File: config.mk
export PLATFORM = sky130hd
export DESIGN_NAME = cdb_select_scheduler
export DESIGN_NICKNAME = d
export VERILOG_FILES = /design/src/rtl/cdb_select_scheduler_pkg.sv /design/src/rtl/cdb_select_scheduler_rr_first_set.sv /design/src/rtl/cdb_select_scheduler.sv
export SDC_FILE = /design/constraint.sdc
export NUM_CORES = 1
export LEC_CHECK = 0
export CORE_MARGIN = 10
export CORE_UTILIZATION = 50
export CTS_BUF_LIST = sky130_fd_sc_hd__clkbuf_16
export DETAILED_ROUTE_END_ITERATION = 7
export HOLD_SLACK_MARGIN = 0.03
export PLACE_DENSITY = 0.81
export REMOVE_ABC_BUFFERS = 1
export SLEW_MARGIN = 40
export SYNTH_ARGS = -nofsm -noshare
export SYNTH_HDL_FRONTEND = slang
export SYNTH_SLANG_ARGS = --single-unit
File: constraint.sdc
create_clock -name clk -period 6.9 [get_ports clk]
set_input_delay 1.38 -clock clk [delete_from_list [all_inputs] [get_ports clk]]
set_output_delay 1.38 -clock clk [all_outputs]
set_load 0.05 [all_outputs]
File: src/rtl/cdb_select_scheduler_pkg.sv
// Shared definitions for the CDB select scheduler: bus count, idle select
// address, the per-bus select array type and a small wrap-increment helper.
package cdb_select_scheduler_pkg;

    localparam int CDB_BUS_COUNT  = 2;
    localparam int CDB_ADDR_WIDTH = 8;

    // Select address meaning "nobody owns this bus"; no unit answers to it.
    localparam logic [CDB_ADDR_WIDTH-1:0] CDB_IDLE_ADDR = 8'hFF;

    typedef logic [CDB_BUS_COUNT-1:0][CDB_ADDR_WIDTH-1:0] cdb_select_t;

    // Advance a unit index by one, wrapping from n-1 back to 0.
    function automatic int cdb_wrap_inc(input int idx, input int n);
        return ((idx + 1) >= n) ? 0 : (idx + 1);
    endfunction

endpackage

File: src/rtl/cdb_select_scheduler_rr_first_set.sv
// Combinational find-first-set starting at a given index and wrapping at N-1.
// The search start must lie in 0..N-1.
module cdb_select_scheduler_rr_first_set #(
    parameter int N     = 4,
    parameter int PTR_W = 2
) (
    input  logic [N-1:0]     i_vec,
    input  logic [PTR_W-1:0] i_start,
    output logic             o_found,
    output logic [PTR_W-1:0] o_index
);

    // Walk the vector from the start index; the first set bit met wins.
    always_comb begin
        int j;
        o_found = 1'b0;
        o_index = '0;
        j       = 0;
        for (int i = 0; i < N; i++) begin
            j = int'(i_start) + i;
            if (j >= N) begin
                j = j - N;
            end
            if (!o_found && i_vec[j[PTR_W-1:0]]) begin
                o_found = 1'b1;
                o_index = j[PTR_W-1:0];
            end
        end
    end

endmodule

File: src/rtl/cdb_select_scheduler.sv
// Round-robin owner of the two common data buses. Picks up to two distinct
// requesting units per cycle, honours per-bus ROB stalls and drives the
// registered select address for each bus (all-ones = idle).
// Optional feature: define CDB_SCHED_WAIT_STATS_EN to add per-unit wait
// counters and the o_max_wait port.
module cdb_select_scheduler
    import cdb_select_scheduler_pkg::*;
#(
    parameter int NUM_UNITS  = 4,
    parameter int ADDR_WIDTH = 8
) (
    input  logic                                       clk,
    input  logic                                       reset,
    input  logic [NUM_UNITS-1:0]                       i_req,
    input  logic [CDB_BUS_COUNT-1:0]                   i_stall,
    output logic [CDB_BUS_COUNT-1:0][ADDR_WIDTH-1:0]   o_select,
`ifdef CDB_SCHED_WAIT_STATS_EN
    output logic [CDB_BUS_COUNT-1:0]                   o_valid,
    output logic [15:0]                                o_max_wait
`else
    output logic [CDB_BUS_COUNT-1:0]                   o_valid
`endif
);

    localparam int PTR_W = (NUM_UNITS > 1) ? $clog2(NUM_UNITS) : 1;
    localparam logic [ADDR_WIDTH-1:0] IDLE_SEL = '1;

    logic [CDB_BUS_COUNT-1:0][ADDR_WIDTH-1:0] sel_q, sel_d;
    logic [PTR_W-1:0]     rr_ptr_q, rr_ptr_d;
    logic [NUM_UNITS-1:0] mask_q, mask_d;
    logic [NUM_UNITS-1:0] grant_d;

    logic [NUM_UNITS-1:0] eligible;
    logic [NUM_UNITS-1:0] eligible_second;
    logic                 found0, found1;
    logic [PTR_W-1:0]     idx0, idx1;
    logic [PTR_W-1:0]     start1;

    // Units granted last cycle are masked so their stale request is not regranted.
    always_comb begin
        eligible        = i_req & ~mask_q;
        eligible_second = eligible;
        if (found0) begin
            eligible_second[idx0] = 1'b0;
        end
        start1 = PTR_W'(cdb_wrap_inc(int'(idx0), NUM_UNITS));
    end

    cdb_select_scheduler_rr_first_set #(
        .N     (NUM_UNITS),
        .PTR_W (PTR_W)
    ) u_pick0 (
        .i_vec   (eligible),
        .i_start (rr_ptr_q),
        .o_found (found0),
        .o_index (idx0)
    );

    cdb_select_scheduler_rr_first_set #(
        .N     (NUM_UNITS),
        .PTR_W (PTR_W)
    ) u_pick1 (
        .i_vec   (eligible_second),
        .i_start (start1),
        .o_found (found1),
        .o_index (idx1)
    );

    // Map the two picks onto the non-stalled buses and work out pointer/mask.
    always_comb begin
        sel_d    = {CDB_BUS_COUNT{IDLE_SEL}};
        grant_d  = '0;
        rr_ptr_d = rr_ptr_q;
        mask_d   = '0;
        case (i_stall)
            2'b00: begin
                if (found0) begin
                    sel_d[0]      = ADDR_WIDTH'(idx0);
                    grant_d[idx0] = 1'b1;
                    rr_ptr_d      = start1;
                end
                if (found1) begin
                    sel_d[1]      = ADDR_WIDTH'(idx1);
                    grant_d[idx1] = 1'b1;
                    rr_ptr_d      = PTR_W'(cdb_wrap_inc(int'(idx1), NUM_UNITS));
                end
                mask_d = grant_d;
            end
            2'b01: begin
                if (found0) begin
                    sel_d[1]      = ADDR_WIDTH'(idx0);
                    grant_d[idx0] = 1'b1;
                    rr_ptr_d      = start1;
                end
                mask_d = grant_d;
            end
            2'b10: begin
                if (found0) begin
                    sel_d[0]      = ADDR_WIDTH'(idx0);
                    grant_d[idx0] = 1'b1;
                    rr_ptr_d      = start1;
                end
                mask_d = grant_d;
            end
            default: begin
                mask_d = mask_q;
            end
        endcase
    end

    // Scheduler state register; reset drops any in-flight grant immediately.
    always_ff @(posedge clk or posedge reset) begin
        if (reset) begin
            sel_q    <= {CDB_BUS_COUNT{IDLE_SEL}};
            rr_ptr_q <= '0;
            mask_q   <= '0;
        end else begin
            sel_q    <= sel_d;
            rr_ptr_q <= rr_ptr_d;
            mask_q   <= mask_d;
        end
    end

    // A bus is valid exactly when its registered select is not the idle address.
    always_comb begin
        o_select = sel_q;
        for (int b = 0; b < CDB_BUS_COUNT; b++) begin
            o_valid[b] = (sel_q[b] != IDLE_SEL);
        end
    end

`ifdef CDB_SCHED_WAIT_STATS_EN
    logic [15:0] wait_cnt_q [NUM_UNITS];
    logic [15:0] wait_cnt_d [NUM_UNITS];
    logic [15:0] max_wait_q, max_wait_d;

    // Saturating per-unit wait counters and the maximum over them.
    always_comb begin
        max_wait_d = '0;
        for (int k = 0; k < NUM_UNITS; k++) begin
            if (!i_req[k] || grant_d[k]) begin
                wait_cnt_d[k] = '0;
            end else if (wait_cnt_q[k] != 16'hFFFF) begin
                wait_cnt_d[k] = wait_cnt_q[k] + 16'd1;
            end else begin
                wait_cnt_d[k] = wait_cnt_q[k];
            end
            if (wait_cnt_q[k] > max_wait_d) begin
                max_wait_d = wait_cnt_q[k];
            end
        end
    end

    // Wait statistics registers.
    always_ff @(posedge clk or posedge reset) begin
        if (reset) begin
            for (int k = 0; k < NUM_UNITS; k++) begin
                wait_cnt_q[k] <= '0;
            end
            max_wait_q <= '0;
        end else begin
            for (int k = 0; k < NUM_UNITS; k++) begin
                wait_cnt_q[k] <= wait_cnt_d[k];
            end
            max_wait_q <= max_wait_d;
        end
    end

    assign o_max_wait = max_wait_q;
`endif

endmodule
==> results_dict.tcl <==
set metrics [dict create \
    status "finished, final reports clean" \
    fin_crit_sh_pct 64.0 \
    synthCells 115 \
    routedWlPerCell_um 16.1 \
    cts_resized 0 \
    grt_max_degree 13 \
    hpwlAfterDp_um 2070 \
    ys_seq_elements 12 \
    core_mm2 0.00196 \
    slew_viol_final 0 \
    syn_area_per_cell_um2 8.94 \
    cp.arrival_ns 4.50 \
    drtPass1Iterations 4 \
    power_density_mw_per_mm2 487 \
    holdBufCountCts 0 \
    cp-end-kind "flop" \
    placementRows 16 \
    power_leakage_uw 0.000563 \
    grt_pass1_wl_um 4080 \
    die_y_um 65.4 \
    power.share.clock_pct 15.9 \
    swShare_pct 49.0 \
    ant_nets 0 \
    utilization_pct 66.7 \
    synth.most_common_cell "ha_1" \
    via_per_inst 5.64 \
    cts-root-buf "clkbuf_16" \
    finalPower_uw 637 \
    pin_count 26 \
    place_ws_ns 2.34 \
    final_area_mm2 0.00131 \
    grt_pass1_vias 824 \
    syn-cell-area_mm2 0.00103 \
    yosysTopAreaCell "dfstp_2" \
    drt_iter0_drc 49 \
    synthDominantCellAreaShare_pct 15.3 \
    seqPwrFrac_pct 20.2 \
    synth_edf_count 0 \
    cp_data_required_time_ns 6.99 \
    period_minus_slack_ns 4.41 \
    synth.top_cells.by_area "dfstp_2 (15%), dfrtp_1 (15%), ha_1 (15%), buf_4 (7.3%), inv_1 (3.6%)" \
    grt-ovfl-total 0 \
    antenna_found_initial 0 \
    cp_max_fo 5 \
    start_util_pct 52.4 \
    hold_path.class "flop to flop" \
    drc 0 \
    clk-insertion-delay-late_ns 0.23 \
    cts_sinks 12 \
    drive_gt1_share_pct 13.6 \
    fmax_mhz 227 \
    cts_made_buffers 3 \
    setup_viol 0 \
    die-area_mm2 0.00427 \
    grt_usage_pct 11.8 \
    fin_nets 154 \
    yosysSeqAreaShare_pct 29.9 \
    ys_async_sr_fraction_pct 100 \
    die_w_um 65.4 \
    rsz0062_at_grt "false" \
    ctsLongestPathBuffers 2 \
    synth.distinct_cells 35 \
    port_buffers 25 \
    vias 896 \
    hold_viol 0 \
    start_kind "input port" \
    cap_viol_max_count 0 \
    finClkSkew_ns 0.000461 \
    clk_pin_slew_ns 0.04 \
    worstMarginPinSlew_ns 0.576 \
    ir_drop_uv 279 \
    synth-main-ff-cell "dfstp_2" \
    cts_tree "done" \
    fin_ws_ns 2.49 \
    diodes 0 \
    areaGrowthSynthToFinish_pct 27.3 \
    fill_cells 180 \
    yosys_warnings 0 \
    synth.cells.most_frequent "ha_1 (12), buf_4 (10), inv_1 (10), nor2_1 (10), nand2_1 (9)" \
    drt-total-wl_um 2550 \
    cts_setup_buffers 0 \
    slew_headroom_pct 61.3 \
    switching_power_uw 312 \
    combPwrFrac_pct 63.9 \
    htree_num_levels 1 \
    path_class "input port to flop" \
    place_area_mm2 0.00123 \
    place.gp.congestion 0.872 \
    finalSetupTns_ns 0 \
    intPower_uw 325 \
]
-- worst paths after layout --
kind	from	slack, ns	endpoint	depth (start not counted)
setup / recovery	i_req[0]	2.49	mask_q[0]$_DFFE_PP0P_	16
hold / removal	mask_q[2]$_DFFE_PP0P_	0.52	mask_q[2]$_DFFE_PP0P_	2
setup reg to reg	mask_q[0]$_DFFE_PP0P_	3.78	mask_q[0]$_DFFE_PP0P_	15
hold reg to reg	mask_q[2]$_DFFE_PP0P_	0.52	mask_q[2]$_DFFE_PP0P_	2
max in group asynchronous	reset	5.09	o_select[8]$_DFF_PP1_	2
min in group asynchronous	reset	1.46	mask_q[1]$_DFFE_PP0P_	2
-- power groups by stage --
stage | clock network (uW) | logic, uW | registers [uW]
6_report | 101 | 407 | 129
5_1_grt | 107 | 438 | 133
4_1_cts | 103 | 404 | 129
3_5_place_dp | 0 | 400 | 130
3_3_place_gp | 0 | 389 | 128
2_1_floorplan | 0 | 231 | 191
-- critical path: stages --
cell             delay (ns)
clkdlybuf4s50_1        0.54
nor2b_1                0.20
a21oi_1                0.09
nor2b_1                0.11
o21ai_0                0.08
o21a_1                 0.17
inv_1                  0.12
ha_1                   0.22
nor2_1                 0.09
a2111oi_0              0.42
nor2_1                 0.08
o21ai_1                0.36
inv_1                  0.13
ha_1                   0.22
a22oi_1                0.17
o21ai_0                0.12
-- layout make-up --
| class | instances | area, um^2 | area share, % |
|---|---|---|---|
| Multi-Input combinational cell | 81 | 601 | 45.9 |
| Sequential cell | 12 | 308 | 23.5 |
| Timing Repair Buffer | 25 | 250 | 19.1 |
| Clock buffer | 3 | 75.1 | 5.74 |
| Inverter | 11 | 41.3 | 3.15 |
| Tap cell | 27 | 33.8 | 2.58 |
-- routing by layer --
layer | vias up | routed length, um | GRT usage, % | share of wire, %
li1 | 428 | - | - | -
met1 | 435 | 1010 | 13.2 | 40
met2 | 33 | 1390 | 21.8 | 54
met3 | 0 | 151 | 3.05 | 5.9
met4 | 0 | 0 | 2.41 | 0
met5 | - | 0 | 0 | 0
-- kinds of logic after synthesis --
logic type / share of synthesized area, %
AND/OR/NAND/NOR: 20.4
adder cells (fa/ha/maj): 14.6
multiplexers: 0.973
buffers and inverters: 11.7
AO/OA/AOI/OAI: 22.4
flip-flops: 29.9
-- state kept, by name, indices dropped and copies added (netlist names) --
signal and flops:
mask_q 4, rr_ptr_q 2, o_select 6
-- layout by cell type, fill, tap and decap left out, drive strengths merged --
cell type      instances
o221a                  1
dfrtp                  6
o31ai                  1
a41oi                  1
dfstp                  6
o211ai                 1
a22oi                  4
clkbuf                 3
clkdlybuf4s50         25
a2111oi                1
ha                    12
nor3b                  1
nor2b                  6
nor3                   2
a31oi                  1
mux2i                  1
nand3                  4
nand4                  1
nor2                  10
o21ai                  8
a311oi                 1
nand2b                 5
o21a                   1
nor4                   1
a221o                  2
a211oi                 2
nand2                  9
inv                   11
a21oi                  5
-- stage by stage --
stage	instances	hold slack [ns]
finish	159	0.519
global route	159	0.543
CTS	159	0.527
detailed placement	156	0.517
global placement	156	0.501
floorplan	104	0.463
No activity file was read; power rests on OpenSTA's default activity.
